===== config.mk =====
export PLATFORM = sky130hd
export DESIGN_NAME = ctrl_trace_encoder
export DESIGN_NICKNAME = d
export VERILOG_FILES = /design/src/rtl/cpu_pkg.sv /design/src/rtl/trace_fifo.sv /design/src/rtl/ctrl_trace_encoder.sv
export SDC_FILE = /design/constraint.sdc
export NUM_CORES = 1
export LEC_CHECK = 0
export ABC_AREA = 1
export BUFFER_PORTS_ARGS = -buffer_cell sky130_fd_sc_hd__buf_2
export CAP_MARGIN = 40
export CORE_MARGIN = 8
export CORE_UTILIZATION = 30
export DETAILED_ROUTE_END_ITERATION = 16
export MAX_ROUTING_LAYER = met4
export PLACE_DENSITY = 0.55
export SLEW_MARGIN = 0
export SYNTH_ARGS = -nofsm -noshare
export SYNTH_HDL_FRONTEND = slang
export SYNTH_SLANG_ARGS = --single-unit

===== constraint.sdc =====
create_clock -name clk -period 5.9 [get_ports clk]
set_input_delay 0.295 -clock clk [delete_from_list [all_inputs] [get_ports clk]]
set_output_delay 0.295 -clock clk [all_outputs]
set_load 0.005 [all_outputs]

===== src/rtl/cpu_pkg.sv =====
// cpu_pkg: shared control-decode constants and trace record layout for the CPU.
// Holds the op-class codes, the seven 10-bit control signatures
// {ALUop, resmux, ALUSrc, branch, memwrite, a2src, regwrite, jump},
// the trace record field offsets (relative to PC_W) and the inverse decode.
package cpu_pkg;

    localparam logic [2:0] OP_R    = 3'b000;
    localparam logic [2:0] OP_L    = 3'b001;
    localparam logic [2:0] OP_S    = 3'b010;
    localparam logic [2:0] OP_I    = 3'b011;
    localparam logic [2:0] OP_B    = 3'b100;
    localparam logic [2:0] OP_J    = 3'b101;
    localparam logic [2:0] OP_F    = 3'b110;
    localparam logic [2:0] OP_NONE = 3'b111;

    localparam logic [9:0] SIG_R = 10'b10_00_000110;
    localparam logic [9:0] SIG_L = 10'b00_01_100010;
    localparam logic [9:0] SIG_S = 10'b00_01_101000;
    localparam logic [9:0] SIG_I = 10'b10_00_100010;
    localparam logic [9:0] SIG_B = 10'b01_10_010000;
    localparam logic [9:0] SIG_J = 10'b00_10_000011;
    localparam logic [9:0] SIG_F = 10'b11_00_000110;

    // Record is {lost, err, op[2:0], pc}; offsets count up from bit PC_W.
    localparam int REC_OP_OFS   = 0;
    localparam int REC_ERR_OFS  = 3;
    localparam int REC_LOST_OFS = 4;

    // Returns {err, op}. The all-zero bundle is a bubble, not an error.
    function automatic logic [3:0] encode_ctrl(input logic [9:0] sig);
        return sig == SIG_R ? {1'b0, OP_R} :
               sig == SIG_L ? {1'b0, OP_L} :
               sig == SIG_S ? {1'b0, OP_S} :
               sig == SIG_I ? {1'b0, OP_I} :
               sig == SIG_B ? {1'b0, OP_B} :
               sig == SIG_J ? {1'b0, OP_J} :
               sig == SIG_F ? {1'b0, OP_F} :
               sig == '0    ? {1'b0, OP_NONE} : {1'b1, OP_NONE};
    endfunction

endpackage


===== src/rtl/trace_fifo.sv =====
// trace_fifo: parameterized synchronous FIFO with occupancy output.
// Ports: clk, rst (sync, active-high), push/din write side, pop/dout read side
// (dout always shows the head), full, empty, level (0..DEPTH).
// The caller only pushes when not full (or when popping the same cycle) and
// only pops when not empty.
module trace_fifo #(
    parameter int W     = 37,
    parameter int DEPTH = 8
) (
    input  logic                   clk,
    input  logic                   rst,
    input  logic                   push,
    input  logic [W-1:0]           din,
    input  logic                   pop,
    output logic [W-1:0]           dout,
    output logic                   full,
    output logic                   empty,
    output logic [$clog2(DEPTH):0] level
);

    localparam int AW = $clog2(DEPTH);

    logic [W-1:0] mem [DEPTH];
    logic [AW:0]  wr_ptr;
    logic [AW:0]  rd_ptr;

    always_ff @(posedge clk) begin
        if (rst) begin
            wr_ptr <= '0;
            rd_ptr <= '0;
        end else begin
            if (push) wr_ptr <= wr_ptr + 1'b1;
            if (pop) rd_ptr <= rd_ptr + 1'b1;
        end
    end

    always_ff @(posedge clk) begin
        if (push) mem[wr_ptr[AW-1:0]] <= din;
    end

    // Extra pointer MSB distinguishes full from empty when the indices match.
    assign dout  = mem[rd_ptr[AW-1:0]];
    assign empty = wr_ptr == rd_ptr;
    assign full  = (wr_ptr[AW] != rd_ptr[AW]) && (wr_ptr[AW-1:0] == rd_ptr[AW-1:0]);
    assign level = wr_ptr - rd_ptr;

endmodule


===== src/rtl/ctrl_trace_encoder.sv =====
// ctrl_trace_encoder: retirement trace that inverts the control decode to an op class.
// Ports: clk, rst (sync, active-high); ret_valid/ret_pc/ret_* retiring bundle
// (no backpressure); out_valid/out_ready/out_rec {lost, err, op, pc} trace sink;
// drop_cnt saturating drop count with drop_clr; fifo_level occupancy.
// Records that do not fit are dropped and the next accepted record carries lost = 1.
module ctrl_trace_encoder
    import cpu_pkg::*;
#(
    parameter int PC_W  = 32,
    parameter int DEPTH = 8
) (
    input  logic                   clk,
    input  logic                   rst,
    input  logic                   ret_valid,
    input  logic [PC_W-1:0]        ret_pc,
    input  logic [1:0]             ret_ALUop,
    input  logic [1:0]             ret_resmux,
    input  logic                   ret_ALUSrc,
    input  logic                   ret_branch,
    input  logic                   ret_memwrite,
    input  logic                   ret_a2src,
    input  logic                   ret_regwrite,
    input  logic                   ret_jump,
    output logic                   out_valid,
    input  logic                   out_ready,
    output logic [PC_W+4:0]        out_rec,
    output logic [7:0]             drop_cnt,
    input  logic                   drop_clr,
    output logic [$clog2(DEPTH):0] fifo_level
);

    logic           lost;
    logic [3:0]     enc;
    logic [PC_W+4:0] rec;
    logic           full;
    logic           empty;
    logic           pop;
    logic           accept;
    logic           drop;

    assign enc = encode_ctrl({ret_ALUop, ret_resmux, ret_ALUSrc, ret_branch,
                              ret_memwrite, ret_a2src, ret_regwrite, ret_jump});

    always_comb begin
        rec = '0;
        rec[PC_W-1:0] = ret_pc;
        rec[PC_W+REC_OP_OFS +: 3] = enc[2:0];
        rec[PC_W+REC_ERR_OFS] = enc[3];
        rec[PC_W+REC_LOST_OFS] = lost;
    end

    // A full FIFO still takes a record when the sink drains one the same cycle.
    assign out_valid = !empty;
    assign pop       = out_valid && out_ready;
    assign accept    = ret_valid && (!full || pop);
    assign drop      = ret_valid && !accept;

    always_ff @(posedge clk) begin
        if (rst) begin
            lost     <= 1'b0;
            drop_cnt <= '0;
        end else begin
            if (accept) lost <= 1'b0;
            else if (drop) lost <= 1'b1;
            if (drop_clr) drop_cnt <= {7'd0, drop};
            else if (drop && drop_cnt != 8'hFF) drop_cnt <= drop_cnt + 8'd1;
        end
    end

    trace_fifo #(.W(PC_W + 5), .DEPTH(DEPTH)) u_fifo (
        .clk   (clk),
        .rst   (rst),
        .push  (accept),
        .din   (rec),
        .pop   (pop),
        .dout  (out_rec),
        .full  (full),
        .empty (empty),
        .level (fifo_level)
    );

endmodule


# == After elaboration in Yosys (flattened, before gate mapping) ==
# Memories as Yosys holds them, arrays and structs flattened. A register that Yosys moved wholly into a read port is not among the register bits.
# Cells that the tools add are included.
# Widths: inputs -> output; s select.
# totals
mem_count,1
elab_cells,48
register_bits,17
output_inout_bits,50
ram_bits,296
# classes
n_eq_ne,11
mux,14
n_addsub,4
n_reduce_logical,13
# memory_table
memory,depth,width,read_ports,rd_clocked_by_memory_dff,wr,line,rtl
u_fifo.mem,8,37,1,1,1,trace_fifo.sv:23,logic [W-1:0] mem [DEPTH];
# ops
op,n
$mux 4,8
$eq 10x10->1 const B,3
$eq 10x7->1 const B,2
$eq 10x8->1 const B,1
$eq 10x9->1 const B,1
$logic_not 10->1,1
$add 4x1->4 const B,2
$add 8x1->8 const B,1
$ne 8x8->1 const B,1
$mux 3,2
$logic_and 1x1->1,5
$eq 4x4->1,1
$mux 1,4
$reduce_or 2->1,2
$sub 4x4->4,1
$eq 3x3->1,1
$logic_not 1->1,3
$reduce_bool 2->1,1
$logic_or 1x1->1,1
$ne 1x1->1,1

# == Depth between registers and ports, before layout ==
# Gate-level depths: netlist of run 1.
# depth
ltp_word,10
depth_mapped,9
ltp_nobuf,9

# == Cells and area by module ==
# A second synthesis of run 1 with hierarchy kept.
# unflattened
hier_cells,1503
hier_area_um2,14273.7
# by_module_without_submodules
mod,cells_per_inst,instances,area_each_um2
trace_fifo,1360,1,13495.4
ctrl_trace_encoder,143,1,778.2

# == Least setup slack after synthesis of run 1 ==
# Ideal clock, no wire load.
# synth_path
path_type,register -> register
startpoint,reg u_fifo.rd_ptr[2]
endpoint,"mem u_fifo.mem[6][0], enable pin"
stages_incl_launch_ff,8
period_less_slack_ns,4.256
path_slack_ns,1.644
arrival_time_ns,3.779
setup_ns,0.477
path_buffers,0
required_ns,5.423
cell_sequence,dfxtp_1 > inv_1 > ha_1 > nand4_2 > o21ai_4 > inv_1 > nand2_1 > nor3_1
# synth_between
elab_chain_len,7
elab_cells_between_ends,10
cone_classes,eq/ne: 2; mux: 2; reduce/logical: 6
# synth_rtl
element,line,rtl
"start, declared",trace_fifo.sv:25,logic [AW:0] rd_ptr;
"start signal, assigned",trace_fifo.sv:33,if (pop) rd_ptr <= rd_ptr + 1'b1;
$eq 4x4->1 or $eq 3x3->1 (tied branches),"trace_fifo.sv:43, trace_fifo.sv:44",
$logic_not 1->1 or $logic_and 1x1->1 (tied branches),"ctrl_trace_encoder.sv:53, trace_fifo.sv:44",
$logic_and 1x1->1 or $logic_not 1->1 (tied branches),"ctrl_trace_encoder.sv:54, ctrl_trace_encoder.sv:55",
$logic_or 1x1->1 *,ctrl_trace_encoder.sv:55,assign accept = ret_valid && (!full || pop);
$logic_and 1x1->1 *,ctrl_trace_encoder.sv:55,
$mux 1 *,trace_fifo.sv:38,if (push) mem[wr_ptr[AW-1:0]] <= din;
$mux 1 (implied by the code) *,trace_fifo.sv:38,
"end, declared",trace_fifo.sv:23,
# Mark *: on every way between the ends. The rest lies on a longest branch, timed or not.

==> flow_summary.toml, run 1 <==
[outcome]
status = "finished, final reports clean"

[setup_path]
path_max_fanout = 53
arrival_ns = 2.80
cp-end-kind = "output port"
cpMostUsedCell = "o21ai_0"
startpoint_type = "flip-flop"
crit_chain = "buf_4 -> o21ai_0 -> o21ai_0 -> a21oi_1 -> a31oi_1 -> buf_2"
cp_slowest_cell = "dfxtp_4"
crit_path_max_incr_delay_ns = 0.72
cp.required_ns = 5.61
criticalPathCategory = "reg2out"
worst-path-buf-inv = 2
cp_top_family = "buffers and inverters"

[timing]
finalSetupTns_ns = 0
hold_viol = 0
tightest_slew_ns = 0.724
period_share_pct = 52.4
drv_slew = 0
slew_headroom_pct = 51.3
fin_worst_skew_ns = 0.0213
rsz0062_at_grt = "false"
setup_viol = 0
max_freq_mhz = 323
min_period_ns = 3.09

[clock_tree]
clk_path_buf_depth = 3
clockRootBuffer = "clkbuf_16"
cts_setup_buffers = 0
cts.sink_count = 316
h-tree-depth = 2
cts_tree = "built"
ctsResizeCount = 0
numCtsBuffers = 35
cts.reportedPaths.clkPinSlew_ns = 0.06
hold_buffers = 0
clock_latency_ns = 0.52

[finish]
utilization_pct = 35.8
nets = 1228
layout_commonest_cell = "edfxtp_1"
area_growth_pct = 17.5
final_cells = 1739
layout-drive-gt1-share_pct = 15.5
final_cell_mix = "edfxtp_1, nor2_1, nand2_1"

[floorplanning]
ios = 97
rows = 75
die-area_um2 = 49700
die_h_um = 223
die_x_um = 223
core_area_um2 = 42100
start_util_pct = 30.5

[power]
ir_drop_mv = 0.203
total_power_uw = 5100
leakage_uw = 0.00532
power_density_nw_per_um2 = 338

[placed_design]
io_buffer_count = 96
gp_congestion = 0.796
dp_cells = 1676
dp_hpwl_mm = 18.3

[logic_synthesis]
avgSynthCellArea_um2 = 11.9
synthDistinctLibCells = 33
yosysSeqAreaShare_pct = 72.4
syn_area_um2 = 12800
syn_inst = 1078
yosysWarnings = 0
synth_fp_nets = 1132
ys_ff_latch = 316

[detailed_routing]
dr.pass1.iters = 6
drc = 0
detail-route-antenna-nets = 0
num_vias = 8238
drtIter0Drc = 627
wire_per_inst_um = 18.1
vias_per_cell = 4.74
drt_wl_total_mm = 31.4

[worst_hold_path]
min_path_type = "in2reg"

[grt]
track_usage_pct = 12.7
grt_pass1_wl_mm = 48.8
antenna_found_initial = 3
grt_max_degree = 72
overflow = 0
grt_pass1_vias = 8249

[run]
maxCapViolCount = 0
[per-layer routing]
layer | up-vias | routed length [um] | part of all wire (%) | track usage [%]
met5 | - | 0 | 0 | -
met4 | 0 | 572 | 1.8 | 3.61
met1 | 4001 | 14600 | 46 | 16.6
met3 | 37 | 1410 | 4.5 | 2.19
li1 | 4004 | - | - | -
met2 | 196 | 14900 | 47 | 20.4
[cell type report]
class	instances	area [um^2]
Antenna cell	1	2.50
Clock buffer	48	966
Clock inverter	14	153
Fill cell	4036	27100
Inverter	37	144
Multi-Input combinational cell	669	3140
Sequential cell	316	9300
Tap cell	539	674
Timing Repair Buffer	115	706
[state kept, by name, summed over array words and instances (netlist names), named ones only]
name / count
lost: 1
drop_cnt: 8
u_fifo.wr_ptr: 4
u_fifo.mem: 296
u_fifo.rd_ptr: 4
[path summary, 6_finish.rpt]
check                        start           endpoint  slack (ns)  cells after the start
setup / recovery         flip-flop         out_rec[1]        2.81                      6
hold / removal           ret_pc[5]   u_fifo.mem[1][5]        0.05                      1
setup reg to reg  u_fifo.rd_ptr[1]  u_fifo.mem[0][34]        2.99                      8
hold reg to reg   u_fifo.rd_ptr[3]   u_fifo.rd_ptr[3]        0.50                      2
[power breakdown]
part	switching, uW	internal (uW)	total, uW
sequential	28.5	2490	2520
clock	848	1280	2130
combinational	308	142	451
total	1180	3910	5100
[cell families after synthesis]
family                     Yosys count  share of synthesized area [%]
and+or+nand+nor                    409                           12.7
DFF                                316                           72.4
AOI/OAI and AO/OA                  243                           9.94
buffers and inverters               93                           3.60
xor gates and xnor gates            10                          0.682
adders and majority gates            7                          0.741
[stage by stage]
stage / instance area, um^2 / setup WS [ns] / hold WS, ns
global route: 15100 / 2.54 / 0.0506
floorplan: 12800 / 1.64 / 0.394
detailed placement: 14000 / 2.95 / 0.486
CTS: 15100 / 2.67 / 0.0308
finish: 15100 / 2.81 / 0.0546
global placement: 13800 / 2.71 / 0.483
[cell usage after synthesis, drive strengths merged]
master,count,area [um^2]
edfxtp,296,8890
nand2,167,639
or2,2,12.5
nand4,8,56.3
clkbuf,25,93.8
o31ai,1,7.51
nor3,7,35.0
dfxtp,20,400
inv,36,135
nor2,211,800
xnor2,3,26.3
nand3,13,77.6
ha,6,75.1
and2,1,6.26
buf,31,228
a21oi,53,265
o21ai,152,772
clkinv,1,5.00
a31oi,37,231
fa,1,20.0
xor2,7,61.3
Power figures use the tool's default switching activity.
==> inputs of run 2 (changes only) <==
--- a/config.mk
+++ b/config.mk
@@ -12,7 +12,7 @@
 export CORE_UTILIZATION = 30
 export DETAILED_ROUTE_END_ITERATION = 16
 export MAX_ROUTING_LAYER = met4
-export PLACE_DENSITY = 0.55
+export PLACE_DENSITY = 0.56
 export SLEW_MARGIN = 0
 export SYNTH_ARGS = -nofsm -noshare
 export SYNTH_HDL_FRONTEND = slang
==> constraint.sdc (replaced) <==
create_clock -name clk -period 2.6 [get_ports clk]
set_input_delay 0.13 -clock clk [delete_from_list [all_inputs] [get_ports clk]]
set_output_delay 0.13 -clock clk [all_outputs]
set_load 0.005 [all_outputs]
==> run 2 against run 1 <==
First-iteration DRC count decreased by 9.6%. Largest power group unchanged. Global-route usage is 0.18 points lower. Clock power up 120%. Clock-buffer cell count decreased by 2. Highest routed layer unchanged. Critical path depth rose by 1. Combinational power is 140% higher. Critical endpoint is now out_rec[19]. Sequential share of layout area fell by 1.7 points. Final area is 2.9% higher.
==> flow_summary.toml, run 2 (synthesis results as in run 1) <==
[outcome]
status = "finished, final reports clean"

[placed_design]
dp_cells = 1685
place_ws_ns = 0.324
dpl_cell_area_um2 = 14000
dp_hpwl_mm = 18.9
gp_congestion = 0.828
io_buffer_count = 96

[power]
power_density_nw_per_um2 = 744
ir_drop_mv = 0.463
leakage_uw = 0.00552

[clock_tree]
h-tree-depth = 2
cts.sink_count = 316
clockRootBuffer = "clkbuf_16"
clk_path_buf_depth = 3
cts_tree = "built"
cts.reportedPaths.clkPinSlew_ns = 0.06
clock_latency_ns = 0.54
numCtsBuffers = 35

[timing]
min_period_ns = 2.38
finalSetupTns_ns = 0
slew_headroom_pct = 45.6
max_freq_mhz = 420
tightest_slew_ns = 0.810
fin_worst_skew_ns = 0.0208
period_share_pct = 91.6
setup_viol = 0
drv_slew = 0
rsz0062_at_grt = "false"
hold_viol = 0
layout_setup_ws_ns = 0.217

[setup_path]
cp-end-kind = "output port"
arrival_ns = 2.25
path_max_fanout = 53
worst-path-buf-inv = 3
cp_top_family = "buffers and inverters"
startpoint_type = "flip-flop"
crit_chain = "inv_6 -> buf_12 -> nor2_1 -> o21ai_1 -> a21oi_1 -> a31oi_1 -> buf_2"
cp_slowest_cell = "dfxtp_4"
crit_path_max_incr_delay_ns = 0.46
cp.required_ns = 2.47
criticalPathCategory = "reg2out"

[worst_hold_path]
min_path_type = "in2reg"

[finish]
final_cell_area_um2 = 15500
layout_commonest_cell = "edfxtp_1"
final_cell_mix = "edfxtp_1, nor2_1, nand2_1"
layout-drive-gt1-share_pct = 16.0
utilization_pct = 36.8
largest_reg_flops = 296
area_growth_pct = 20.9
final_cells = 1786
fillCellCount = 4055
nets = 1274

[detailed_routing]
vias_per_cell = 4.69
num_vias = 8382
drt_wl_total_mm = 30.7
drtIter0Drc = 567
drc = 0
dr.pass1.iters = 5
wire_per_inst_um = 17.2
detail-route-antenna-nets = 0

[grt]
overflow = 0
antenna_found_initial = 1
track_usage_pct = 12.6
grt_pass1_wl_mm = 48.4
grt_max_degree = 75
grt_pass1_vias = 8512

[floorplanning]
ios = 97
die_h_um = 223
die_x_um = 223
die-area_um2 = 49700
core_area_um2 = 42100
start_util_pct = 30.5
rows = 75

[run]
maxCapViolCount = 0
[run 2: tightest hold or removal path, stage by stage]
cell	delay [ns]
buf_2	0.11
nand4_1	0.12
nand2_1	0.09
nor3_1	0.12
[run 2: report_power, final]
group	switching, uW	internal (uW)
clock	1980	2760
sequential	53.2	5660
combinational	706	388
[run 2: worst paths after layout]
check                                 startpoint                end  slack [ns]  depth (start not counted)
worst max register to register  u_fifo.wr_ptr[0]  u_fifo.mem[6][30]        0.32                          8
worst max-delay path                   flip-flop        out_rec[19]        0.22                          7
worst min-delay path                ret_ALUop[0]  u_fifo.mem[2][32]        0.24                          4
worst min register to register  u_fifo.wr_ptr[3]   u_fifo.wr_ptr[3]        0.49                          2
[run 2: repair_timing]
action | in CTS | in global routing
hold buffers | 37 | 0
resized for setup | 0 | 4
setup buffers | 0 | 0
endpoints found under the hold margin | 269 | 0
setup endpoints to repair | 0 | 18
[run 2: routing by layer]
metal / vias to the layer above / GRT usage (%) / part of all wire, %
met1: 4052 / 15.7 / 45
met2: 197 / 20.7 / 49
met3: 39 / 2.47 / 4.8
met5: - / - / 0
li1: 4094 / - / -
met4: 0 / 3.55 / 1.8
[run 2: metrics by stage]
stage / hold WS, ns / power [uW]
3_3_place_gp: 0.398 / 6880
6_report: 0.242 / 11500
5_1_grt: 0.246 / 12000
2_1_floorplan: 0.229 / 6430
3_5_place_dp: 0.411 / 6890
4_1_cts: 0.224 / 11700
[run 2: cell type report]
class | instances | area, um^2 | area share (%)
Timing Repair Buffer | 161 | 1150 | 7.39
Antenna cell | 1 | 2.50 | 0.0161
Multi-Input combinational cell | 669 | 3160 | 20.4
Inverter | 37 | 145 | 0.935
Tap cell | 539 | 674 | 4.34
Clock buffer | 46 | 938 | 6.05
Sequential cell | 316 | 9300 | 59.9
Clock inverter | 17 | 159 | 1.02
